### src/rtl/lcd_bus_decoder.sv
// lcd_bus_decoder: receiving end of an HD44780-style 8-bit LCD write bus.
// Decodes commands and character writes into a 2x16 display RAM mirror,
// runs a blanking clear engine, and offers a registered readback port.
// Optional feature macro: LCD_SHIFT_EN enables the display/cursor shift command.
module lcd_bus_decoder #(
    parameter int         SYNC_STAGES = 2,
    parameter logic [7:0] BLANK_CHAR  = 8'h20
) (
    input  logic       clk,
    input  logic       rst,
    input  logic       rs,
    input  logic       e,
    input  logic [7:0] data,
    input  logic [4:0] rd_addr,
    output logic [7:0] rd_data,
    output logic [4:0] cursor,
    output logic       display_on,
    output logic       busy,
    output logic       cmd_valid,
    output logic [7:0] cmd_code,
    output logic       char_valid,
    output logic       overrun,
    output logic [3:0] disp_shift
);

    typedef enum logic {ST_IDLE, ST_CLEAR} state_t;

    logic [SYNC_STAGES-1:0]      eSync_q;
    logic [SYNC_STAGES-1:0]      rsSync_q;
    logic [SYNC_STAGES-1:0][7:0] dataSync_q;
    logic                        eLast_q;
    logic                        rsLast_q;
    logic [7:0]                  dataLast_q;
    logic                        fall;

    logic                        xfer_q;
    logic                        xferRs_q;
    logic [7:0]                  xferData_q;

    state_t                      state_q;
    logic [4:0]                  clrCnt_q;
    logic [4:0]                  cursor_q, cursor_d;
    logic                        id_q, id_d;
    logic                        displayOn_q, displayOn_d;
    logic [3:0]                  dispShift_q, dispShift_d;
    logic [7:0]                  cmdCode_q, cmdCode_d;
    logic                        cmdValid_q, cmdValid_d;
    logic                        charValid_q, charValid_d;
    logic                        overrun_q, overrun_d;
    logic                        startClear_d;
    logic                        charWe_d;

    logic [7:0]                  ram_q [32];
    logic [7:0]                  rdData_q;

    // Bring rs/e/data into the clock domain and keep one extra cycle of history
    // so the bus value seen just before the enable fell can be captured.
    always_ff @(posedge clk or posedge rst) begin
        if (rst) begin
            eSync_q    <= '0;
            rsSync_q   <= '0;
            dataSync_q <= '0;
            eLast_q    <= 1'b0;
            rsLast_q   <= 1'b0;
            dataLast_q <= '0;
        end else begin
            eSync_q    <= {eSync_q[SYNC_STAGES-2:0], e};
            rsSync_q   <= {rsSync_q[SYNC_STAGES-2:0], rs};
            dataSync_q <= {dataSync_q[SYNC_STAGES-2:0], data};
            eLast_q    <= eSync_q[SYNC_STAGES-1];
            rsLast_q   <= rsSync_q[SYNC_STAGES-1];
            dataLast_q <= dataSync_q[SYNC_STAGES-1];
        end
    end

    assign fall = eLast_q & ~eSync_q[SYNC_STAGES-1];

    // Latch one complete transfer per falling enable edge for the decoder.
    always_ff @(posedge clk or posedge rst) begin
        if (rst) begin
            xfer_q     <= 1'b0;
            xferRs_q   <= 1'b0;
            xferData_q <= '0;
        end else begin
            xfer_q     <= fall;
            xferRs_q   <= rsLast_q;
            xferData_q <= dataLast_q;
        end
    end

    // Decode the captured transfer into next-state values; anything arriving
    // while the clear engine runs is discarded and flagged as an overrun.
    always_comb begin
        cursor_d     = cursor_q;
        id_d         = id_q;
        displayOn_d  = displayOn_q;
        dispShift_d  = dispShift_q;
        cmdCode_d    = cmdCode_q;
        cmdValid_d   = 1'b0;
        charValid_d  = 1'b0;
        overrun_d    = overrun_q;
        startClear_d = 1'b0;
        charWe_d     = 1'b0;
        if (xfer_q) begin
            if (state_q == ST_CLEAR) begin
                overrun_d = 1'b1;
            end else if (xferRs_q) begin
                charWe_d    = 1'b1;
                charValid_d = 1'b1;
                cursor_d    = cursor_q + (id_q ? 5'd1 : 5'd31);
            end else begin
                cmdValid_d = 1'b1;
                cmdCode_d  = xferData_q;
                casez (xferData_q)
                    8'b1???????: cursor_d = {xferData_q[6], xferData_q[3:0]};
                    8'b01??????, 8'b001?????: ;
                    8'b0001????: begin
`ifdef LCD_SHIFT_EN
                        if (xferData_q[3]) begin
                            dispShift_d = xferData_q[2] ? dispShift_q + 4'd1 : dispShift_q - 4'd1;
                        end else begin
                            cursor_d = xferData_q[2] ? cursor_q + 5'd1 : cursor_q - 5'd1;
                        end
`endif
                    end
                    8'b00001???: displayOn_d = xferData_q[2];
                    8'b000001??: id_d = xferData_q[1];
                    8'b0000001?: begin
                        cursor_d = '0;
`ifdef LCD_SHIFT_EN
                        dispShift_d = '0;
`endif
                    end
                    8'b00000001: begin
                        cursor_d     = '0;
                        id_d         = 1'b1;
                        startClear_d = 1'b1;
`ifdef LCD_SHIFT_EN
                        dispShift_d = '0;
`endif
                    end
                    default: ;
                endcase
            end
        end
    end

    // Clear-engine FSM plus all registered control outputs; reset parks the
    // FSM in CLEAR so the RAM is blanked as soon as reset is released.
    always_ff @(posedge clk or posedge rst) begin
        if (rst) begin
            state_q     <= ST_CLEAR;
            clrCnt_q    <= '0;
            cursor_q    <= '0;
            id_q        <= 1'b1;
            displayOn_q <= 1'b0;
            dispShift_q <= '0;
            cmdCode_q   <= '0;
            cmdValid_q  <= 1'b0;
            charValid_q <= 1'b0;
            overrun_q   <= 1'b0;
        end else begin
            case (state_q)
                ST_IDLE: begin
                    if (startClear_d) begin
                        state_q  <= ST_CLEAR;
                        clrCnt_q <= '0;
                    end
                end
                ST_CLEAR: begin
                    clrCnt_q <= clrCnt_q + 5'd1;
                    if (clrCnt_q == 5'd31) begin
                        state_q <= ST_IDLE;
                    end
                end
                default: state_q <= ST_IDLE;
            endcase
            cursor_q    <= cursor_d;
            id_q        <= id_d;
            displayOn_q <= displayOn_d;
            dispShift_q <= dispShift_d;
            cmdCode_q   <= cmdCode_d;
            cmdValid_q  <= cmdValid_d;
            charValid_q <= charValid_d;
            overrun_q   <= overrun_d;
        end
    end

    // Display RAM write port: the clear engine owns it while running,
    // otherwise accepted characters land at the current cursor.
    always_ff @(posedge clk) begin
        if (state_q == ST_CLEAR) begin
            ram_q[clrCnt_q] <= BLANK_CHAR;
        end else if (charWe_d) begin
            ram_q[cursor_q] <= xferData_q;
        end
    end

    // Registered readback; a same-cycle write to the same index returns the old value.
    always_ff @(posedge clk or posedge rst) begin
        if (rst) begin
            rdData_q <= '0;
        end else begin
            rdData_q <= ram_q[rd_addr];
        end
    end

    assign rd_data    = rdData_q;
    assign cursor     = cursor_q;
    assign display_on = displayOn_q;
    assign busy       = (state_q == ST_CLEAR);
    assign cmd_valid  = cmdValid_q;
    assign cmd_code   = cmdCode_q;
    assign char_valid = charValid_q;
    assign overrun    = overrun_q;
    assign disp_shift = dispShift_q;

endmodule

### config.mk
export PLATFORM = sky130hd
export DESIGN_NAME = lcd_bus_decoder
export DESIGN_NICKNAME = d
export VERILOG_FILES = /design/src/rtl/lcd_bus_decoder.sv
export SDC_FILE = /design/constraint.sdc
export NUM_CORES = 1
export LEC_CHECK = 0
export ABC_CLOCK_PERIOD_IN_PS = 2300
export CAP_MARGIN = 20
export CORE_MARGIN = 5
export CORE_UTILIZATION = 54
export DETAILED_ROUTE_END_ITERATION = 7
export GPL_TIMING_DRIVEN = 0
export PLACE_DENSITY = 0.87
export SKIP_CTS_REPAIR_TIMING = 1
export SYNTH_ARGS = -nofsm -noshare
export SYNTH_HDL_FRONTEND = slang
export SYNTH_SLANG_ARGS = --single-unit
### constraint.sdc
create_clock -name clk -period 2.3 [get_ports clk]
set_input_delay 0.46 -clock clk [delete_from_list [all_inputs] [get_ports clk]]
set_output_delay 0.46 -clock clk [all_outputs]
set_load 0.02 [all_outputs]
==> results.toml <==
[yosys]
syn-mean-instance-area_sq_um = 20.72
yosysUniqueCellTypes = 41
synth-main-ff-cell = "edfxtp_1"
async_flop_share_pct = 21.95
ys_warn_count = 0
yosys_register_bits = 328
synth_area_sq_um = 12460
synth_cells = 601
synth_enable_flop_cells = 256
yosysSeqAreaShare_pct = 76.20

[finish]
syn_to_final_growth_pct = 21.83
design_area_sq_um = 15170
final_nets = 734
num_antenna_cells = 0
drive_gt1_share_pct = 33.97

[cts]
cts_tree = "built"
insertion_delay_ns = 0.58
htreeDepth = 1
numCtsBuffers = 31
clkSinkCount = 328
cts_buffer_depth = 3
clk_pin_slew_ns = 0.07
cts_root_buffer = "clkbuf_16"

[setup_path]
worst-path-buf-inv = 3
startpoint_type = "register"
reg2regPathDepth = 7
cp_max_fo = 8
crit_slowest_cell = "dfstp_2"
cp_cell_sequence = "nand3b_1 > buf_6 > inv_8 > mux2i_4 > nand2_2 > nor2_2 > buf_4"
crit_cells = 7
cp-end-kind = "register"
critPathTopFamily = "simple AND/OR/NAND/NOR gates"
worstSetupPathType = "reg2reg"
required_ns = 2.58
crit_path_max_incr_delay_ns = 0.58
worstPathArrival_ns = 2.66

[sta]
slew_violations = 0
tightest_slew_ns = 0.8454
setup_ws_ns = -0.07898
setup_violations = 140
finalSetupTns_ns = -3.988
rsz0062_at_grt = "true"
slew_headroom_pct = 43.58
period_needed_ns = 2.379
fin_skew_ns = 0.02245
min_period_over_period_pct = 103.4
fmax_mhz = 420.3
hold_viol = 0

[place]
place.gp.congestion = 0.8530
dp_hpwl_um = 17070
place_area_sq_um = 13350
portBuffers = 37

[min_path]
hp-class = "in2async"

[run_status]
violations = "setup timing"
status = "finished with violations"

[drt]
drc = 0
dr.pass1.iters = 5
via_per_inst = 6.359
vias = 6493
totalWireLength_um = 29300
drt-initial-drc-count = 672
ant_nets = 0
wire_per_inst_um = 28.69

[grt]
grt_start_max_net_pins = 46
antenna_found_initial = 0
grt_pass1_vias = 6627
grt_overflow = 0
grt_pass1_wl_um = 40920
grtUsageTotal_pct = 20.69

[power]
leakagePower_nw = 5.156
power_per_cell_area_nw_per_um2 = 839.1
ir_worst_vdd_mv = 0.7232

[floorplanning]
dieArea_sq_um = 26200
start_util_pct = 54.85
coreArea_sq_um = 22710
ios = 47
std_cell_rows = 55
die_h_um = 161.9
die_w_um = 161.9

[flow_run]
cap_viol_max_count = 0
synthesized netlist by cell type (all sizes together) (2+ instances only):
cell type  instances  area (sq um)
nor2              45         168.9
inv                9         33.78
nor3b              2         15.01
nand2             15         56.30
nand2b             4         25.02
a21o               3         22.52
xnor2              2         17.52
a21oi              5         25.02
and3               2         12.51
dfstp              2         52.55
o32a               2         20.02
nor2b              6         37.54
o21ai             11         55.05
edfxtp           256          7687
buf               20         122.6
nand4              3         18.77
or3                2         12.51
mux2i              4         40.04
mux4              80          1802
nand3b             2         15.01
clkbuf             7         26.28
a31oi              3         18.77
and2               6         37.54
mux2              17         191.4
ha                 5         62.56
dfrtp             70          1752
nand3              7         35.03
layout by cell type (no fill, tap or decap), drive strengths merged, types with 5 or more instances in the layout:
cell type	synthesis	final
o21ai	11	11
dfrtp	70	70
ha	5	5
edfxtp	256	256
a21oi	5	5
nand3	7	7
inv	9	13
nand2	15	15
clkbuf	7	68
and2	6	6
clkdlybuf4s50	0	37
buf	20	51
nor2b	6	6
mux2	17	17
mux4	80	80
nor2	45	45
metal layers:
metal / wire [um] / share of wire [%] / GRT usage [%] / vias to the layer above
li1: - / - / - / 2621
met4: 947 / 3.2 / 5.306 / 0
met3: 2437 / 8.3 / 4.364 / 80
met2: 15180 / 52 / 34.40 / 402
met5: 0 / 0 / 0 / -
met1: 10740 / 37 / 28.55 / 3390
per-stage QoR:
step           utilization [%]  hold slack (ns)  setup WS (ns)  power [mW]  std cells
6_report                 66.82           0.2879       -0.07898       12.73       1021
5_1_grt                  66.82           0.3296        -0.1442       13.13       1021
4_1_cts                  63.07           0.3050        -0.8311       12.57        987
3_5_place_dp             58.78           0.3347        -0.7544       7.761        929
3_3_place_gp             58.54           0.3313        -0.9490       7.691        926
2_1_floorplan                -           0.3312        -0.1133       7.345        604
area by class of cell:
cell class | instances | area (sq um)
repair buffers | 74 | 982.2
flip-flops and latches | 328 | 9492
plain buffers | 27 | 160.2
multi-input cells | 239 | 3166
clock buffers | 55 | 940.9
well taps | 285 | 356.6
clock inverters | 3 | 32.53
inverters | 10 | 45.04
fillers | 1358 | 7535
state kept, by name, indices dropped and copies added (netlist names), 2 cells and up:
register and flops:
rd_data 8, rsSync_q 2, eSync_q 2, ram_q 256, clrCnt_q 5, cmd_code 8
xferData_q 8, dataLast_q 8, dataSync_q 16, cursor 5
cell families after synthesis:
kind of cell | synth area share, %
other cells | 0.03011
compound gates | 1.477
simple gates | 3.666
mux | 16.32
fa+ha+maj | 0.6630
buf+inv | 1.497
flops | 76.20
xor+xnor | 0.1407
final timing paths:
kind                                     from       endpoint  slack, ns
worst max-delay path                     busy    ram_q[4][7]      -0.08
worst min-delay path                      rst      cursor[3]       0.29
worst max register to register           busy    ram_q[4][7]      -0.08
worst min register to register  dataLast_q[5]  xferData_q[5]       0.34
max in group asynchronous                 rst           id_q       1.31
min in group clk                           rs    rsSync_q[0]       0.34
power by group:
| group | switching (mW) | internal (mW) | total (mW) |
|---|---|---|---|
| Sequential | 0.136 | 6.51 | 6.64 |
| Combinational | 0.618 | 0.521 | 1.14 |
| Clock | 2.18 | 2.77 | 4.95 |
| Total | 2.94 | 9.80 | 12.7 |
Power figures use the tool's default switching activity.
